`config.mk`:
```
export PLATFORM = sky130hd
export DESIGN_NAME = mem_access_unit_flat
export DESIGN_NICKNAME = d
export VERILOG_FILES = /design/src/rtl/mem_access_unit_pkg.sv /design/src/rtl/mem_access_unit_if.sv /design/src/rtl/mem_access_unit_byte_lane_mux.sv /design/src/rtl/mem_access_unit.sv /design/src/flat_wrapper.sv
export SDC_FILE = /design/constraint.sdc
export NUM_CORES = 1
export LEC_CHECK = 0
export CORE_ASPECT_RATIO = 0.9
export CORE_MARGIN = 1.5
export CORE_UTILIZATION = 47
export DETAILED_ROUTE_END_ITERATION = 10
export PLACE_DENSITY_LB_ADDON = 0.12
export SYNTH_ARGS = -nofsm -noshare
export SYNTH_HDL_FRONTEND = slang
export SYNTH_SLANG_ARGS = --single-unit
```
`constraint.sdc`:
```
create_clock -name clk -period 5.94 [get_ports clk]
set_clock_uncertainty 0.15 [all_clocks]
set_input_delay 1.782 -clock clk [delete_from_list [all_inputs] [get_ports clk]]
set_output_delay 1.782 -clock clk [all_outputs]
set_load 0.1 [all_outputs]
```
`src/rtl/mem_access_unit_pkg.sv`:
```
// Shared definitions for the load/store unit: size encodings, FSM states
// and the alignment rule used at request acceptance.
package mem_access_pkg;

    localparam logic [1:0] SZ_BYTE = 2'b00;
    localparam logic [1:0] SZ_HALF = 2'b01;
    localparam logic [1:0] SZ_WORD = 2'b10;

    typedef enum logic [2:0] {
        IDLE,
        RD,
        CAP,
        WR,
        RESP
    } state_t;

    // Size 2'b11 has no legal alignment, so it always reports as misaligned.
    function automatic logic is_misaligned(input logic [1:0] size, input logic [1:0] addrLo);
        logic bad;
        case (size)
            SZ_BYTE: bad = 1'b0;
            SZ_HALF: bad = addrLo[0];
            SZ_WORD: bad = (addrLo != 2'b00);
            default: bad = 1'b1;
        endcase
        return bad;
    endfunction

endpackage

```
`src/rtl/mem_access_unit_if.sv`:
```
// Request/response and memory-port bundle of the load/store unit.
// The unit sits on the slave modport; the execute stage plus memory use master.
interface mem_access_unit_if #(
    parameter int ADDR_W = 32
);

    logic              req_valid;
    logic              req_ready;
    logic              req_wr;
    logic [1:0]        req_size;
    logic              req_unsigned;
    logic [ADDR_W-1:0] req_addr;
    logic [31:0]       req_wdata;
    logic              resp_valid;
    logic [31:0]       resp_rdata;
    logic              resp_err;
    logic [ADDR_W-1:0] mem_addr;
    logic [31:0]       mem_wdata;
    logic              mem_wrt;
    logic [31:0]       mem_rdata;

    modport master (
        output req_valid, req_wr, req_size, req_unsigned, req_addr, req_wdata, mem_rdata,
        input  req_ready, resp_valid, resp_rdata, resp_err, mem_addr, mem_wdata, mem_wrt
    );

    modport slave (
        input  req_valid, req_wr, req_size, req_unsigned, req_addr, req_wdata, mem_rdata,
        output req_ready, resp_valid, resp_rdata, resp_err, mem_addr, mem_wdata, mem_wrt
    );

endinterface

```
`src/rtl/mem_access_unit_byte_lane_mux.sv`:
```
// Big-endian lane steering: extracts and extends sub-word loads, and merges
// sub-word store data into a previously read word.
module byte_lane_mux
    import mem_access_pkg::*;
(
    input  logic [31:0] word_i,
    input  logic [31:0] wdata_i,
    input  logic [1:0]  offset_i,
    input  logic [1:0]  size_i,
    input  logic        unsigned_i,
    output logic [31:0] extract_o,
    output logic [31:0] merge_o
);

    logic [7:0]  laneByte;
    logic [15:0] laneHalf;

    // Offset 0 is the most significant byte of the word.
    always_comb begin
        laneByte = word_i[7:0];
        case (offset_i)
            2'd0:    laneByte = word_i[31:24];
            2'd1:    laneByte = word_i[23:16];
            2'd2:    laneByte = word_i[15:8];
            default: laneByte = word_i[7:0];
        endcase
        laneHalf = offset_i[1] ? word_i[15:0] : word_i[31:16];

        extract_o = word_i;
        case (size_i)
            SZ_BYTE: extract_o = {{24{~unsigned_i & laneByte[7]}}, laneByte};
            SZ_HALF: extract_o = {{16{~unsigned_i & laneHalf[15]}}, laneHalf};
            default: extract_o = word_i;
        endcase
    end

    always_comb begin
        merge_o = word_i;
        case (size_i)
            SZ_BYTE: begin
                case (offset_i)
                    2'd0:    merge_o[31:24] = wdata_i[7:0];
                    2'd1:    merge_o[23:16] = wdata_i[7:0];
                    2'd2:    merge_o[15:8]  = wdata_i[7:0];
                    default: merge_o[7:0]   = wdata_i[7:0];
                endcase
            end
            SZ_HALF: begin
                if (offset_i[1]) merge_o[15:0]  = wdata_i[15:0];
                else             merge_o[31:16] = wdata_i[15:0];
            end
            SZ_WORD: merge_o = wdata_i;
            default: merge_o = word_i;
        endcase
    end

endmodule

```
`src/rtl/mem_access_unit.sv`:
```
// Single-outstanding load/store sequencer for a word-write-only memory;
// sub-word stores are done as read-modify-write.
module mem_access_unit
    import mem_access_pkg::*;
#(
    parameter int ADDR_W = 32
) (
    input  logic             clk,
    input  logic             rst,
    mem_access_unit_if.slave bus
);

    state_t            state_q, state_d;
    logic              reqWr_q, reqWr_d;
    logic [1:0]        reqSize_q, reqSize_d;
    logic              reqUnsigned_q, reqUnsigned_d;
    logic [ADDR_W-1:0] reqAddr_q, reqAddr_d;
    logic [31:0]       reqWdata_q, reqWdata_d;
    logic [31:0]       respRdata_q, respRdata_d;
    logic              respErr_q, respErr_d;
    logic [ADDR_W-1:0] memAddr_q, memAddr_d;
    logic [31:0]       memWdata_q, memWdata_d;

    logic        accept;
    logic        reqErr;
    logic [31:0] extractedWord;
    logic [31:0] mergedWord;

    byte_lane_mux u_lane (
        .word_i     (bus.mem_rdata),
        .wdata_i    (reqWdata_q),
        .offset_i   (reqAddr_q[1:0]),
        .size_i     (reqSize_q),
        .unsigned_i (reqUnsigned_q),
        .extract_o  (extractedWord),
        .merge_o    (mergedWord)
    );

    assign accept = bus.req_valid && (state_q == IDLE);
    assign reqErr = is_misaligned(bus.req_size, bus.req_addr[1:0]);

    always_comb begin
        state_d       = state_q;
        reqWr_d       = reqWr_q;
        reqSize_d     = reqSize_q;
        reqUnsigned_d = reqUnsigned_q;
        reqAddr_d     = reqAddr_q;
        reqWdata_d    = reqWdata_q;
        respRdata_d   = respRdata_q;
        respErr_d     = respErr_q;
        memAddr_d     = memAddr_q;
        memWdata_d    = memWdata_q;

        case (state_q)
            IDLE: begin
                if (accept) begin
                    reqWr_d       = bus.req_wr;
                    reqSize_d     = bus.req_size;
                    reqUnsigned_d = bus.req_unsigned;
                    reqAddr_d     = bus.req_addr;
                    reqWdata_d    = bus.req_wdata;
                    respRdata_d   = 32'h0;
                    respErr_d     = reqErr;
                    // Memory address is set up here so it is already valid in RD/WR.
                    if (reqErr) begin
                        state_d = RESP;
                    end else if (bus.req_wr && (bus.req_size == SZ_WORD)) begin
                        state_d    = WR;
                        memAddr_d  = {bus.req_addr[ADDR_W-1:2], 2'b00};
                        memWdata_d = bus.req_wdata;
                    end else begin
                        state_d   = RD;
                        memAddr_d = {bus.req_addr[ADDR_W-1:2], 2'b00};
                    end
                end
            end
            RD:  state_d = CAP;
            CAP: begin
                if (reqWr_q) begin
                    memWdata_d = mergedWord;
                    state_d    = WR;
                end else begin
                    respRdata_d = extractedWord;
                    state_d     = RESP;
                end
            end
            WR:      state_d = RESP;
            RESP:    state_d = IDLE;
            default: state_d = IDLE;
        endcase
    end

    always_ff @(posedge clk or posedge rst) begin
        if (rst) begin
            state_q       <= IDLE;
            reqWr_q       <= 1'b0;
            reqSize_q     <= SZ_BYTE;
            reqUnsigned_q <= 1'b0;
            reqAddr_q     <= '0;
            reqWdata_q    <= 32'h0;
            respRdata_q   <= 32'h0;
            respErr_q     <= 1'b0;
            memAddr_q     <= '0;
            memWdata_q    <= 32'h0;
        end else begin
            state_q       <= state_d;
            reqWr_q       <= reqWr_d;
            reqSize_q     <= reqSize_d;
            reqUnsigned_q <= reqUnsigned_d;
            reqAddr_q     <= reqAddr_d;
            reqWdata_q    <= reqWdata_d;
            respRdata_q   <= respRdata_d;
            respErr_q     <= respErr_d;
            memAddr_q     <= memAddr_d;
            memWdata_q    <= memWdata_d;
        end
    end

    assign bus.req_ready  = (state_q == IDLE);
    assign bus.resp_valid = (state_q == RESP);
    assign bus.resp_rdata = respRdata_q;
    assign bus.resp_err   = respErr_q;
    assign bus.mem_addr   = memAddr_q;
    assign bus.mem_wdata  = memWdata_q;
    assign bus.mem_wrt    = (state_q == WR);

endmodule

```
`src/flat_wrapper.sv`:
```
// flat-port wrapper written by rule: the top's interface ports become plain ports
module mem_access_unit_flat import mem_access_pkg::*;
#(
    parameter int ADDR_W = 32
)
  (clk, rst, bus_req_valid, bus_req_wr, bus_req_size, bus_req_unsigned, bus_req_addr, bus_req_wdata, bus_mem_rdata, bus_req_ready, bus_resp_valid, bus_resp_rdata, bus_resp_err, bus_mem_addr, bus_mem_wdata, bus_mem_wrt);
  mem_access_unit_if #(.ADDR_W(ADDR_W)) bus_i ();
  input  logic clk;
  input  logic rst;
  input wire logic [$bits(bus_i.req_valid)-1:0] bus_req_valid;
  input wire logic [$bits(bus_i.req_wr)-1:0] bus_req_wr;
  input wire logic [$bits(bus_i.req_size)-1:0] bus_req_size;
  input wire logic [$bits(bus_i.req_unsigned)-1:0] bus_req_unsigned;
  input wire logic [$bits(bus_i.req_addr)-1:0] bus_req_addr;
  input wire logic [$bits(bus_i.req_wdata)-1:0] bus_req_wdata;
  input wire logic [$bits(bus_i.mem_rdata)-1:0] bus_mem_rdata;
  output wire logic [$bits(bus_i.req_ready)-1:0] bus_req_ready;
  output wire logic [$bits(bus_i.resp_valid)-1:0] bus_resp_valid;
  output wire logic [$bits(bus_i.resp_rdata)-1:0] bus_resp_rdata;
  output wire logic [$bits(bus_i.resp_err)-1:0] bus_resp_err;
  output wire logic [$bits(bus_i.mem_addr)-1:0] bus_mem_addr;
  output wire logic [$bits(bus_i.mem_wdata)-1:0] bus_mem_wdata;
  output wire logic [$bits(bus_i.mem_wrt)-1:0] bus_mem_wrt;
  assign bus_i.req_valid = bus_req_valid;
  assign bus_i.req_wr = bus_req_wr;
  assign bus_i.req_size = bus_req_size;
  assign bus_i.req_unsigned = bus_req_unsigned;
  assign bus_i.req_addr = bus_req_addr;
  assign bus_i.req_wdata = bus_req_wdata;
  assign bus_i.mem_rdata = bus_mem_rdata;
  assign bus_req_ready = bus_i.req_ready;
  assign bus_resp_valid = bus_i.resp_valid;
  assign bus_resp_rdata = bus_i.resp_rdata;
  assign bus_resp_err = bus_i.resp_err;
  assign bus_mem_addr = bus_i.mem_addr;
  assign bus_mem_wdata = bus_i.mem_wdata;
  assign bus_mem_wrt = bus_i.mem_wrt;
  mem_access_unit #(.ADDR_W(ADDR_W)) u_core (.clk(clk), .rst(rst), .bus(bus_i));
endmodule
```
==> flow_summary.ini <==
[placement]
place_hpwl_um = 14100
numPortBuffers = 200
place_congestion = 0.898
dpl-instance-area_um2 = 8820

[yosys]
synth_top_area_share_pct = 50.6
async_flop_share_pct = 100
synth-seq-cells = 136
ys_seq_area_share_pct = 50.6
ys.flop_type = dfrtp_1
syn_area_um2 = 6720
postSynthAreaPerCell_um2 = 11.4
synth_commonest_cells = dfrtp_1, mux2_2, a21oi_1
synth.distinct_cells = 47
yosysTopAreaCell = dfrtp_1
ys.warnings.count = 0
synth.area.top_cells = dfrtp_1, mux2_2, mux2_1
yosysMostFrequentCell = dfrtp_1
synth_edf_count = 0
syn_inst = 587

[global_routing]
grt_pass1_wl_um = 29800
grt_pass1_vias = 5429
antenna_found_initial = 0
grt_max_degree = 79
gr-total-overflow = 0
grtUsageTotal_pct = 26.5

[cts]
root_buffer = clkbuf_16
h-tree-depth = 4
clk_pin_slew_ns = 0.05
cts.sinks = 136
cts.repair.resized = 0
ctsHoldBuffers = 0
cts_setup_buffers = 0
cts_tree = done
insertion_delay_ns = 0.42
cts_buffers = 17
cts_buffer_depth = 2

[detailed_routing]
num_vias = 5520
drc = 0
viasPerCell = 5.64
wl_per_cell_um = 19.9
wl_um = 19500
final_antenna_net_count = 0
drtIter0Drc = 325
firstDrtPassIters = 5

[worst_hold_path]
min_path_type = register to register
min_delay_path_depth = 1

[cells_and_area]
antennaDiodeCount = 0
area_growth_pct = 40.0
fillCellCount = 1066
utilization_pct = 67.2
drive_above_1_share_pct = 16.7
fin_area_um2 = 9410
finalNetCount = 875

[critical_path]
cp.arrival_ns = 2.45
r2r-end = u_core.bus.resp_rdata[21]
cp_data_required_time_ns = 4.01
critPathLaunchType = register
crit_start = u_core.state_q[0]
rrSetupSlack_ns = 2.92
crit_type = register to output port
reg2regPathDepth = 4
timing.rr.start = u_core.state_q[2]
endpoint = bus_resp_valid
cp_max_fo = 9
cp-end-kind = output port

[floorplanning]
num_rows = 41
die_x_um = 129
initial_core_util_pct = 48.0
core_um2 = 14000
pin_count = 203
die_area_um2 = 15000
die_h_um = 116

[sta]
setup_viol = 0
setup-tns-final_ns = 0
finalHoldViolations = 0
worst_pin_slew_ns = 1.11
timing.final.crit_share_pct = 73.8
worst_slew_margin_rel_pct = 26.0
fin_crit_ns = 4.39
maxSlewViolCount = 0
clock.fmax_ghz = 0.228
rsz0062_at_grt = false

[run]
drv_cap = 0

[outcome]
status = finished, final reports clean
per-stage QoR:
| step | setup WS (ns) | instances | hold WS, ns |
|---|---|---|---|
| 2_1_floorplan | 0.369 | 588 | 0.331 |
| 3_3_place_gp | 1.84 | 946 | 0.311 |
| 3_5_place_dp | 1.75 | 946 | 0.317 |
| 4_1_cts | 1.55 | 978 | 0.328 |
| 5_1_grt | 1.48 | 978 | 0.346 |
| 6_report | 1.55 | 978 | 0.330 |
layout by cell type (no fill, tap or decap), drive strengths merged, types with 2 or more instances in the layout:
| cell type | count |
|---|---|
| a221oi | 32 |
| nor3b | 3 |
| o221ai | 7 |
| bufinv | 2 |
| mux2 | 101 |
| nor2 | 40 |
| nor2b | 5 |
| nand2 | 31 |
| o211ai | 8 |
| a21oi | 44 |
| and2 | 2 |
| conb | 2 |
| clkdlybuf4s50 | 200 |
| inv | 16 |
| nor3 | 11 |
| a22o | 17 |
| nor4 | 2 |
| clkbuf | 25 |
| o21ba | 2 |
| mux2i | 14 |
| nand2b | 25 |
| clkinv | 4 |
| a21o | 8 |
| o21ai | 16 |
| dfrtp | 136 |
| o22ai | 4 |
| buf | 9 |
| a31oi | 7 |
sequential cells by signal, summed over array words and instances (netlist names):
signal / flops
u_core.reqSize_q: 2
u_core.reqAddr_q: 2
u_core.bus.mem_wdata: 32
u_core.bus.resp_err: 1
u_core.reqWdata_q: 32
u_core.bus.mem_addr: 30
u_core.bus.resp_rdata: 32
u_core.state_q: 3
u_core.reqWr_q: 1
u_core.reqUnsigned_q: 1
cell families (layout without fill, tap and decap cells):
kind of cell,Yosys count,count (layout),synth area share [%]
AOI/OAI and AO/OA,150,150,16.1
DFF,136,136,50.6
and+or+nand+nor,125,125,9.66
muxes,115,115,19.0
buffers and inverters,60,257,4.49
other,1,2,0.0558
worst max-delay path, stage by stage (launching register included):
cell and delay (ns):
dfrtp_1 0.52, nor2_1 0.22, and2_1 0.16, clkdlybuf4s50_1 1.13
final cells by class:
class	instances	area, um^2	area share (%)
timing repair buffer	209	2070	22.0
clock inverter	7	91.3	0.971
multi-input combinational	392	3040	32.3
sequential	136	3400	36.2
tap	193	241	2.57
clock buffer	25	495	5.27
inverter	16	62.6	0.665
how the worst min path moves through the flow:
stage                                   start                        end  slack [ns]
finish              u_core.bus.resp_rdata[12]  u_core.bus.resp_rdata[12]        0.33
global placement    u_core.bus.resp_rdata[15]  u_core.bus.resp_rdata[15]        0.31
global route        u_core.bus.resp_rdata[15]  u_core.bus.resp_rdata[15]        0.35
floorplan               u_core.reqWdata_q[16]      u_core.reqWdata_q[16]        0.33
detailed placement  u_core.bus.resp_rdata[12]  u_core.bus.resp_rdata[12]        0.32
CTS                 u_core.bus.resp_rdata[12]  u_core.bus.resp_rdata[12]        0.33
per-layer routing:
layer  track usage [%]  part of all wire (%)  vias to the layer above
met4              9.06                   1.7                        0
li1                  -                     -                     2512
met3              5.04                   6.3                       21
met1              38.4                    46                     2757
met5                 0                     0                        -
met2              40.2                    46                      230
Power is not shown: default switching activity piles up to over one toggle a cycle in this logic, so the estimate is an artifact.
